**src/rtl/if_pkg.sv**
```systemverilog
// Shared fetch-stage definitions: FSM state encoding, instruction size and the
// default reset/trap vectors also used by the trap logic.
package if_pkg;

   typedef enum logic [1:0] {
      BOOT = 2'd0,
      RUN  = 2'd1,
      HALT = 2'd2
   } fetch_state_e;

   localparam int unsigned INSTR_BYTES = 4;

   localparam logic [31:0] DEF_RESET_VEC = 32'h0000_0000;
   localparam logic [31:0] DEF_TRAP_VEC  = 32'h0000_0100;

   function automatic logic is_aligned(input logic [31:0] addr);
      return (addr[1:0] == 2'b00);
   endfunction

endpackage

```
**src/rtl/if_pc_gen.sv**
```systemverilog
// Fetch-stage PC generator: owns the architectural PC, drives the instruction
// memory address and handles stall, EX redirect, misaligned-target trap and halt.
module if_pc_gen
   import if_pkg::*;
#(
   parameter logic [31:0] RESET_VEC = DEF_RESET_VEC,
   parameter logic [31:0] TRAP_VEC  = DEF_TRAP_VEC
) (
   input  logic        i_clk,
   input  logic        i_rst_n,
   input  logic        i_ready,
   input  logic        i_redirect,
   input  logic [31:0] i_redirect_pc,
   input  logic        i_halt,
   output logic [31:0] o_addr,
   output logic [31:0] o_pc,
   output logic [31:0] o_pc_plus4,
   output logic        o_valid,
   output logic        o_flush,
   output logic        o_misalign,
   output logic [31:0] o_fetch_cnt
);

   fetch_state_e state_q;
   logic [31:0]  pc_q;
   logic [31:0]  cnt_q;
   logic         misalign_q;

   always_ff @(posedge i_clk) begin
      if (!i_rst_n) begin
         state_q    <= BOOT;
         pc_q       <= RESET_VEC;
         cnt_q      <= '0;
         misalign_q <= 1'b0;
      end else begin
         misalign_q <= 1'b0;
         case (state_q)
            BOOT: state_q <= RUN;
            RUN: begin
               // Halt beats redirect, redirect beats back-pressure.
               if (i_halt) begin
                  state_q <= HALT;
               end else if (i_redirect) begin
                  if (is_aligned(i_redirect_pc)) begin
                     pc_q <= i_redirect_pc;
                  end else begin
                     pc_q       <= TRAP_VEC;
                     misalign_q <= 1'b1;
                  end
               end else if (i_ready) begin
                  pc_q  <= pc_q + 32'(INSTR_BYTES);
                  cnt_q <= cnt_q + 32'd1;
               end
            end
            HALT:    state_q <= HALT;
            default: state_q <= BOOT;
         endcase
      end
   end

   assign o_addr      = pc_q;
   assign o_pc        = pc_q;
   assign o_pc_plus4  = pc_q + 32'(INSTR_BYTES);
   assign o_valid     = (state_q == RUN);
   // Only path from inputs to outputs: the IF/ID bubble request for a taken redirect.
   assign o_flush     = i_redirect & (state_q == RUN);
   assign o_misalign  = misalign_q;
   assign o_fetch_cnt = cnt_q;

endmodule
```
**config.mk**
```make
export PLATFORM = sky130hd
export DESIGN_NAME = if_pc_gen
export DESIGN_NICKNAME = d
export VERILOG_FILES = /design/src/rtl/if_pkg.sv /design/src/rtl/if_pc_gen.sv
export SDC_FILE = /design/constraint.sdc
export NUM_CORES = 1
export LEC_CHECK = 0
export BUFFER_PORTS_ARGS = -buffer_cell sky130_fd_sc_hd__clkbuf_2
export CAP_MARGIN = 20
export CORE_ASPECT_RATIO = 0.6
export CORE_MARGIN = 1
export CORE_UTILIZATION = 45
export CTS_CLUSTER_SIZE = 30
export DETAILED_ROUTE_END_ITERATION = 8
export GPL_TIMING_DRIVEN = 1
export PLACE_DENSITY = 0.87
export SLEW_MARGIN = 0
export SYNTH_ARGS = -nofsm -noshare
export SYNTH_HDL_FRONTEND = slang
export SYNTH_SLANG_ARGS = --single-unit
export TNS_END_PERCENT = 10
```
**constraint.sdc**
```tcl
create_clock -name i_clk -period 4.5 [get_ports i_clk]
set_input_delay 1.35 -clock i_clk [delete_from_list [all_inputs] [get_ports i_clk]]
set_output_delay 1.35 -clock i_clk [all_outputs]
set_load 0.05 [all_outputs]
```
After elaboration in Yosys (flattened, before gate mapping) --
Index checks and enable logic that the tools add are counted.
Storage, ports and cells: bits in registers 67, input bits 37, output and inout port bits 131, logic and storage cells 26
Operators by class: $add $sub $neg 2, eq/ne operators 3, muxes and demuxes 6, bitwise gates (word level) 5, reductions and logical operators 6
Operators with widths (number):
- 2-to-1 mux 32 bit | 3
- adder 32 x 1 -> 32 bit, second input constant | 1
- adder 32 x 3 -> 32 bit, second input constant | 1
- one-hot mux 2 bit (3 select lines) | 1
- zero test 2 bit | 2
- NOT 1 bit | 4
- AND reduction 4 bit | 1
- OR reduction 4 bit | 1
- AND reduction 3 bit | 1
- equality test 2 x 1 -> 1 bit, second input constant | 1
- equality test 2 bit, second input constant | 1
- 2-to-1 mux 2 bit | 1
- inequality test 2 bit, second input constant | 1
- nonzero test 2 bit | 1
- AND 1 bit | 1
- 2-to-1 mux 1 bit | 1

Logic depth before layout (Yosys ltp) --
Gate-level depths: netlist of run 1.
depth in word-level cells 3, gate-level depth with buffers 9, mapped depth without buffers 7

Worst setup path before layout of run 1 --
No wires, ideal clock.
path kind register to output, start register pc_q[4] (netlist: o_addr[4]), end output o_pc_plus4[19], data arrival time 2.965 ns, data required time 3.150 ns, slack 0.185 ns, stages on the path, launching flop included 6, path buffers 1, cell sequence dfxtp_1 -> buf_2 -> nand4_2 -> or4_4 -> or3_2 -> xnor2_1
Between the ends: cells in the longest elaborated chain, start to end 1
Ends and longest elaborated chain:
- from (decl) | line if_pc_gen.sv:25 | logic [31:0] pc_q;
- from (signal assigned) | line if_pc_gen.sv:45 | pc_q <= i_redirect_pc;
- from (signal assigned) | line if_pc_gen.sv:51 | pc_q <= pc_q + 32'(INSTR_BYTES);
- adder 32 x 3 -> 32 bit | line if_pc_gen.sv:63 | assign o_pc_plus4 = pc_q + 32'(INSTR_BYTES);
- to (decl) | line if_pc_gen.sv:17 | output logic [31:0] o_pc_plus4,
No other way between the ends.

Final worst setup path of run 1 --
start register pc_q[2] (netlist: o_addr[2]), end output o_pc_plus4[24]
Same word-level chain as after synthesis.

==> results of run 1 <==
-- final timing paths --
| check | slack [ns] | cells after the start | end | startpoint |
|---|---|---|---|---|
| hold / removal | 0.51 | 2 | o_fetch_cnt[27]$_SDFFE_PN0P_ | o_fetch_cnt[27]$_SDFFE_PN0P_ |
| setup reg to reg | 1.91 | 7 | o_fetch_cnt[26]$_SDFFE_PN0P_ | state_q[1]$_SDFFE_PN0P_ |
| hold reg to reg | 0.51 | 2 | o_fetch_cnt[27]$_SDFFE_PN0P_ | o_fetch_cnt[27]$_SDFFE_PN0P_ |
| setup / recovery | 0.31 | 8 | o_pc_plus4[24] | o_addr[2]$_SDFFE_PN0P_ |
-- cells by family (layout without fill, tap and decap cells) --
group	Yosys count	in the layout	synth area share [%]
AOI/OAI and AO/OA	104	104	15.76
xor gates and xnor gates	47	47	9.856
adders and majority gates	4	4	1.198
buffers and inverters	75	202	11.02
DFF	67	67	32.12
muxes	2	2	0.4793
and+or+nand+nor	220	220	29.57
-- where the power goes --
| part | switching, mW | total (mW) | internal (mW) |
|---|---|---|---|
| clock network | 0.286 | 0.832 | 0.546 |
| registers | 0.0326 | 0.647 | 0.615 |
| logic | 0.299 | 0.388 | 0.0898 |
-- routing by layer --
metal  wire length (um)  vias up  track usage, %
met5                  0        -               0
li1                   -     2088               -
met4                212        0           6.386
met2               5850      275           43.20
met1               5836     2123           36.55
met3               1633       26           11.94
-- final cells by class --
cell class,count,area (um^2),area share [%]
repair buffers,173,880.8,17.13
clock buffers,9,225.2,4.381
well taps,112,140.1,2.726
inverters,13,48.80,0.9491
multi-input cells,377,2381,46.31
clock inverters,7,123.9,2.409
flip-flops and latches,67,1341,26.09
-- through the flow --
step                instances  util [%]  cell area [um^2]
finish                    758     58.75              5141
global placement          742     54.76              4792
CTS                       758     58.75              5141
floorplan                 519         -              4177
global route              758     58.75              5141
detailed placement        742     54.76              4792
-- worst max-delay path, stage by stage, from the launching register on --
cell	delay (ns)
dfxtp_1	0.47
ha_1	0.30
nand3_1	0.26
nor4_2	0.21
buf_4	0.24
nor2b_1	0.45
nand2_1	0.12
xnor2_1	0.15
clkbuf_2	0.29
-- synth_stat cells (4+ instances only) --
cell	n
clkbuf_1	14
ha_1	4
nor3_1	11
or3_1	16
xor2_1	25
xnor2_1	22
nand4_2	4
and3_1	13
buf_2	5
o21ai_0	27
and4_1	8
dfxtp_1	67
o21a_1	5
nand4_1	17
buf_4	36
a21oi_1	25
inv_1	12
nor2_1	55
a31oi_1	14
nand2_1	35
a22oi_1	10
nand3_1	32
a22o_1	4
-- state kept, by name, indices dropped and copies added, names as in the netlist --
name and flops:
o_addr 32, o_misalign 1, state_q 2, o_fetch_cnt 32
==> flow_summary_export.csv, run 1 <==
group,metric,value,unit
routing,drtPass1Iterations,6,
sta,max_freq,0.2388,GHz
grt,grt_max_degree,55,
synth,ys_ff_latch,67,
worst_setup_path,worstSetupPathType,"register to output pin",
layout,drive_gt1_share,32.04,%
power,power.total,1.868,mW
worst_setup_path,start_kind,"register",
synth,synth_area,4177,um^2
sta,setup_tns,0,ns
worst_setup_path,worst-path-max-fanout,13,
sta,slew_headroom,45.96,%
worst_hold_path,holdCritPathClass,"register to register",
synth,synth_nets,560,
placed_design,dp_slack,0.7225,ns
floorplanning,start_util,47.73,%
grt,antenna_found_initial,0,
sta,setup_viol,0,
synth,synth-seq-area-share,32.12,%
layout,antenna_cells,0,
synth,synth_top_cell_by_area,"dfxtp_1",
grt,track_usage,28.19,%
layout,final_nets,682,
grt,grt_pass1_wl,21160,um
synth,synth-async-reset-ratio,0,%
clock_tree,cts_setup_buffers,0,
routing,wl,13530,um
sta,finClkSkew,0.005493,ns
synth,synth_cell_types,60,
clock_tree,cts_tree,"built",
power,p_leak,2.278,nW
placed_design,place.port_buffers,167,
clock_tree,insertion_delay,0.34,ns
job,maxCapViolCount,0,
sta,worst_slew_pin_slew,0.8044,ns
layout,synthToLayoutAreaGrowth,23.10,%
clock_tree,numCtsBuffers,9,
power,peakVddDrop,0.0002643,V
routing,ant_nets,0,
synth,yosysWarnings,0,
sta,rsz0062_at_grt,"no",
placed_design,gp_congestion,0.9137,
sta,timing.hold.ws,0.5067,ns
clock_tree,cts.htree.levels,3,
worst_setup_path,crit_required,3.15,ns
clock_tree,cts_root_buf,"clkbuf_16",
placed_design,dp_hpwl,9929,um
sta,period_needed,4.187,ns
grt,overflow,0,
routing,viasPerCell,5.953,
synth,yosysTopAreaCellShare,32.12,%
synth,avgSynthCellArea,8.047,um^2
floorplanning,dieArea,9683,um^2
layout,fillers,762,
synth,ys.flop_type,"dfxtp_1",
layout,final_cell_mix,"clkbuf_2, dfxtp_1, nor2_1",
grt,grt_pass1_vias,4015,
clock_tree,clkTransAtPathRegs,0.06,ns
sta,period_share,93.04,%
power,power_density,363.3,nW/um^2
layout,layout_commonest_cell,"clkbuf_2",
floorplanning,dieHeight,76.63,um
floorplanning,num_rows,26,
worst_setup_path,cp.arrival,2.84,ns
run_status,status,"finished, final reports clean",
clock_tree,numClockSinks,67,
clock_tree,postCtsResizedCells,0,
routing,drc_errors,0,
worst_setup_path,crit_path_end_kind,"output pin",
synth,netlist_instances,519,
floorplanning,pin_count,168,
floorplanning,die_w,126.4,um
sta,hold_viol_final,0,
clock_tree,hold_buffers,0,
routing,wl_per_cell,17.85,um
floorplanning,core_region_area,8751,um^2
synth,synth_edf_count,0,
clock_tree,clock_path_buffers,2,
synth,ys_top_cells_by_area,"dfxtp_1, buf_4, xor2_1",
sta,fin_ws,0.3131,ns
routing,vias,4512,
routing,drt_iter0_markers,464,
sta,finalMaxSlewViolations,0,
Power figures use the tool's default switching activity.
==> inputs of run 2 (changes only) <==
--- a/config.mk
+++ b/config.mk
@@ -9,11 +9,11 @@
 export CAP_MARGIN = 20
 export CORE_ASPECT_RATIO = 0.6
 export CORE_MARGIN = 1
-export CORE_UTILIZATION = 45
+export CORE_UTILIZATION = 53
 export CTS_CLUSTER_SIZE = 30
 export DETAILED_ROUTE_END_ITERATION = 8
 export GPL_TIMING_DRIVEN = 1
-export PLACE_DENSITY = 0.87
+export PLACE_DENSITY = 0.95
 export SLEW_MARGIN = 0
 export SYNTH_ARGS = -nofsm -noshare
 export SYNTH_HDL_FRONTEND = slang
==> flow_summary_export.csv, run 2 (synthesis results as in run 1) <==
group,metric,value,unit
grt,grt_max_degree,55,
sta,hold_viol_final,0,
routing,ant_nets,0,
placed_design,place.port_buffers,167,
clock_tree,cts.htree.levels,3,
clock_tree,numCtsBuffers,9,
power,power.total,1.670,mW
run_status,status,"finished, final reports clean",
power,pwr-share-seq,38.8,%
clock_tree,cts_root_buf,"clkbuf_16",
sta,worst_slew_pin_slew,0.6403,ns
floorplanning,dieArea,8251,um^2
layout,antenna_cells,0,
routing,wl_per_cell,16.76,um
sta,setup_viol,0,
power,power_density,330.3,nW/um^2
clock_tree,cts_setup_buffers,0,
grt,track_usage,30.71,%
routing,dr.max_layer_used,"met4",
floorplanning,start_util,56.08,%
power,p_sw,564.2,uW
routing,route.met2.wl,5561,um
worst_setup_path,worst-path-max-fanout,13,
routing,viasPerCell,5.933,
worst_hold_path,holdCritPathClass,"register to register",
job,maxCapViolCount,0,
sta,finClkSkew,0.005707,ns
routing,drc_errors,0,
placed_design,dp_slack,0.7111,ns
sta,finalMaxSlewViolations,0,
power,combinationalPowerShare,22.9,%
floorplanning,num_rows,24,
power,pwr-share-clk,38.3,%
clock_tree,clkTransAtPathRegs,0.05,ns
worst_setup_path,cp.arrival,2.84,ns
routing,wl,12570,um
layout,layout_commonest_cell,"clkbuf_2",
sta,period_share,93.21,%
power,p_leak,2.249,nW
grt,grt_pass1_wl,19430,um
layout,final_cell_mix,"clkbuf_2, dfxtp_1, nor2_1",
routing,route.met3.wl,1359,um
power,peakVddDrop,0.0003692,V
power,swShare,33.78,%
placed_design,place_inst,734,
routing,drtPass1Iterations,7,
worst_setup_path,start_kind,"register",
layout,fin_cells,750,
clock_tree,insertion_delay,0.32,ns
sta,rsz0062_at_grt,"no",
worst_setup_path,crit_required,3.15,ns
grt,antenna_found_initial,0,
sta,slew_headroom,56.99,%
clock_tree,cts_tree,"built",
placed_design,dp_hpwl,9372,um
routing,vias,4450,
sta,setup_tns,0,ns
floorplanning,die_w,116.6,um
routing,wl_met1,5356,um
grt,grt_pass1_vias,3873,
layout,final_nets,682,
sta,fin_ws,0.3055,ns
power,p_int,1.106,mW
floorplanning,core_region_area,7447,um^2
sta,max_freq,0.2384,GHz
floorplanning,pin_count,168,
floorplanning,dieHeight,70.76,um
clock_tree,hold_buffers,0,
routing,drt_iter0_markers,421,
layout,synthToLayoutAreaGrowth,21.06,%
clock_tree,clock_path_buffers,2,
grt,overflow,0,
worst_setup_path,worstSetupPathType,"register to output pin",
worst_setup_path,crit_path_end_kind,"output pin",
sta,period_needed,4.195,ns
placed_design,gp_congestion,0.9450,
layout,drive_gt1_share,31.58,%
clock_tree,numClockSinks,67,
clock_tree,postCtsResizedCells,0,
==> run 2: cell count changes in the layout (fill, tap and decap cells not counted), sizes merged <==
cell,previous run,this run
bufinv,3,0
inv,15,13
clkbuf,176,181
clkinvlp,1,0
clkinv,1,2
==> run 2: path summary, 6_finish.rpt <==
check                                                  start                      endpoint  slack (ns)  cells past startpoint
worst max-delay path                  o_addr[3]$_SDFFE_PN0P_                o_pc_plus4[26]        0.31                      8
worst min-delay path            o_fetch_cnt[28]$_SDFFE_PN0P_  o_fetch_cnt[28]$_SDFFE_PN0P_        0.51                      2
worst max register to register       state_q[1]$_SDFFE_PN0P_  o_fetch_cnt[26]$_SDFFE_PN0P_        1.94                      7
worst min register to register  o_fetch_cnt[28]$_SDFFE_PN0P_  o_fetch_cnt[28]$_SDFFE_PN0P_        0.51                      2
==> run 2: per-stage QoR <==
step           instance area [um^2]  util (%)  hold WS (ns)
2_1_floorplan                  4177         -        0.5652
3_3_place_gp                   4782     64.21        0.4793
3_5_place_dp                   4782     64.21        0.5032
4_1_cts                        5056     67.89        0.5113
5_1_grt                        5056     67.89        0.5340
6_report                       5056     67.89        0.5094
==> run 2: layout make-up <==
type	instances	area (um^2)
clock buffers	14	264.0
clock inverters	2	10.01
fillers	630	2391
inverters	13	48.80
multi-input cells	377	2381
flip-flops and latches	67	1341
well taps	104	130.1
repair buffers	173	880.8
==> run 2: power by group through the flow <==
stage	Sequential [mW]	Combinational, mW	Clock [mW]
finish	0.648	0.382	0.640
global route	0.651	0.403	0.682
CTS	0.647	0.380	0.652
detailed placement	0.659	0.378	0
global placement	0.655	0.374	0
floorplan	0.699	0.261	0
==> run 2: worst max-delay path, stage by stage (launching register included) <==
cell and delay, ns:
dfxtp_1 0.49, ha_1 0.32, nand3_1 0.27, nor4_2 0.26, buf_4 0.26, nor2b_1 0.36
nand2_1 0.13, xnor2_1 0.15, clkbuf_2 0.29
==> run 2: metal layers <==
metal,vias up,GRT usage (%)
met2,287,46.68
met1,2056,41.34
li1,2080,-
met3,27,9.340
met4,0,10.83
met5,-,0
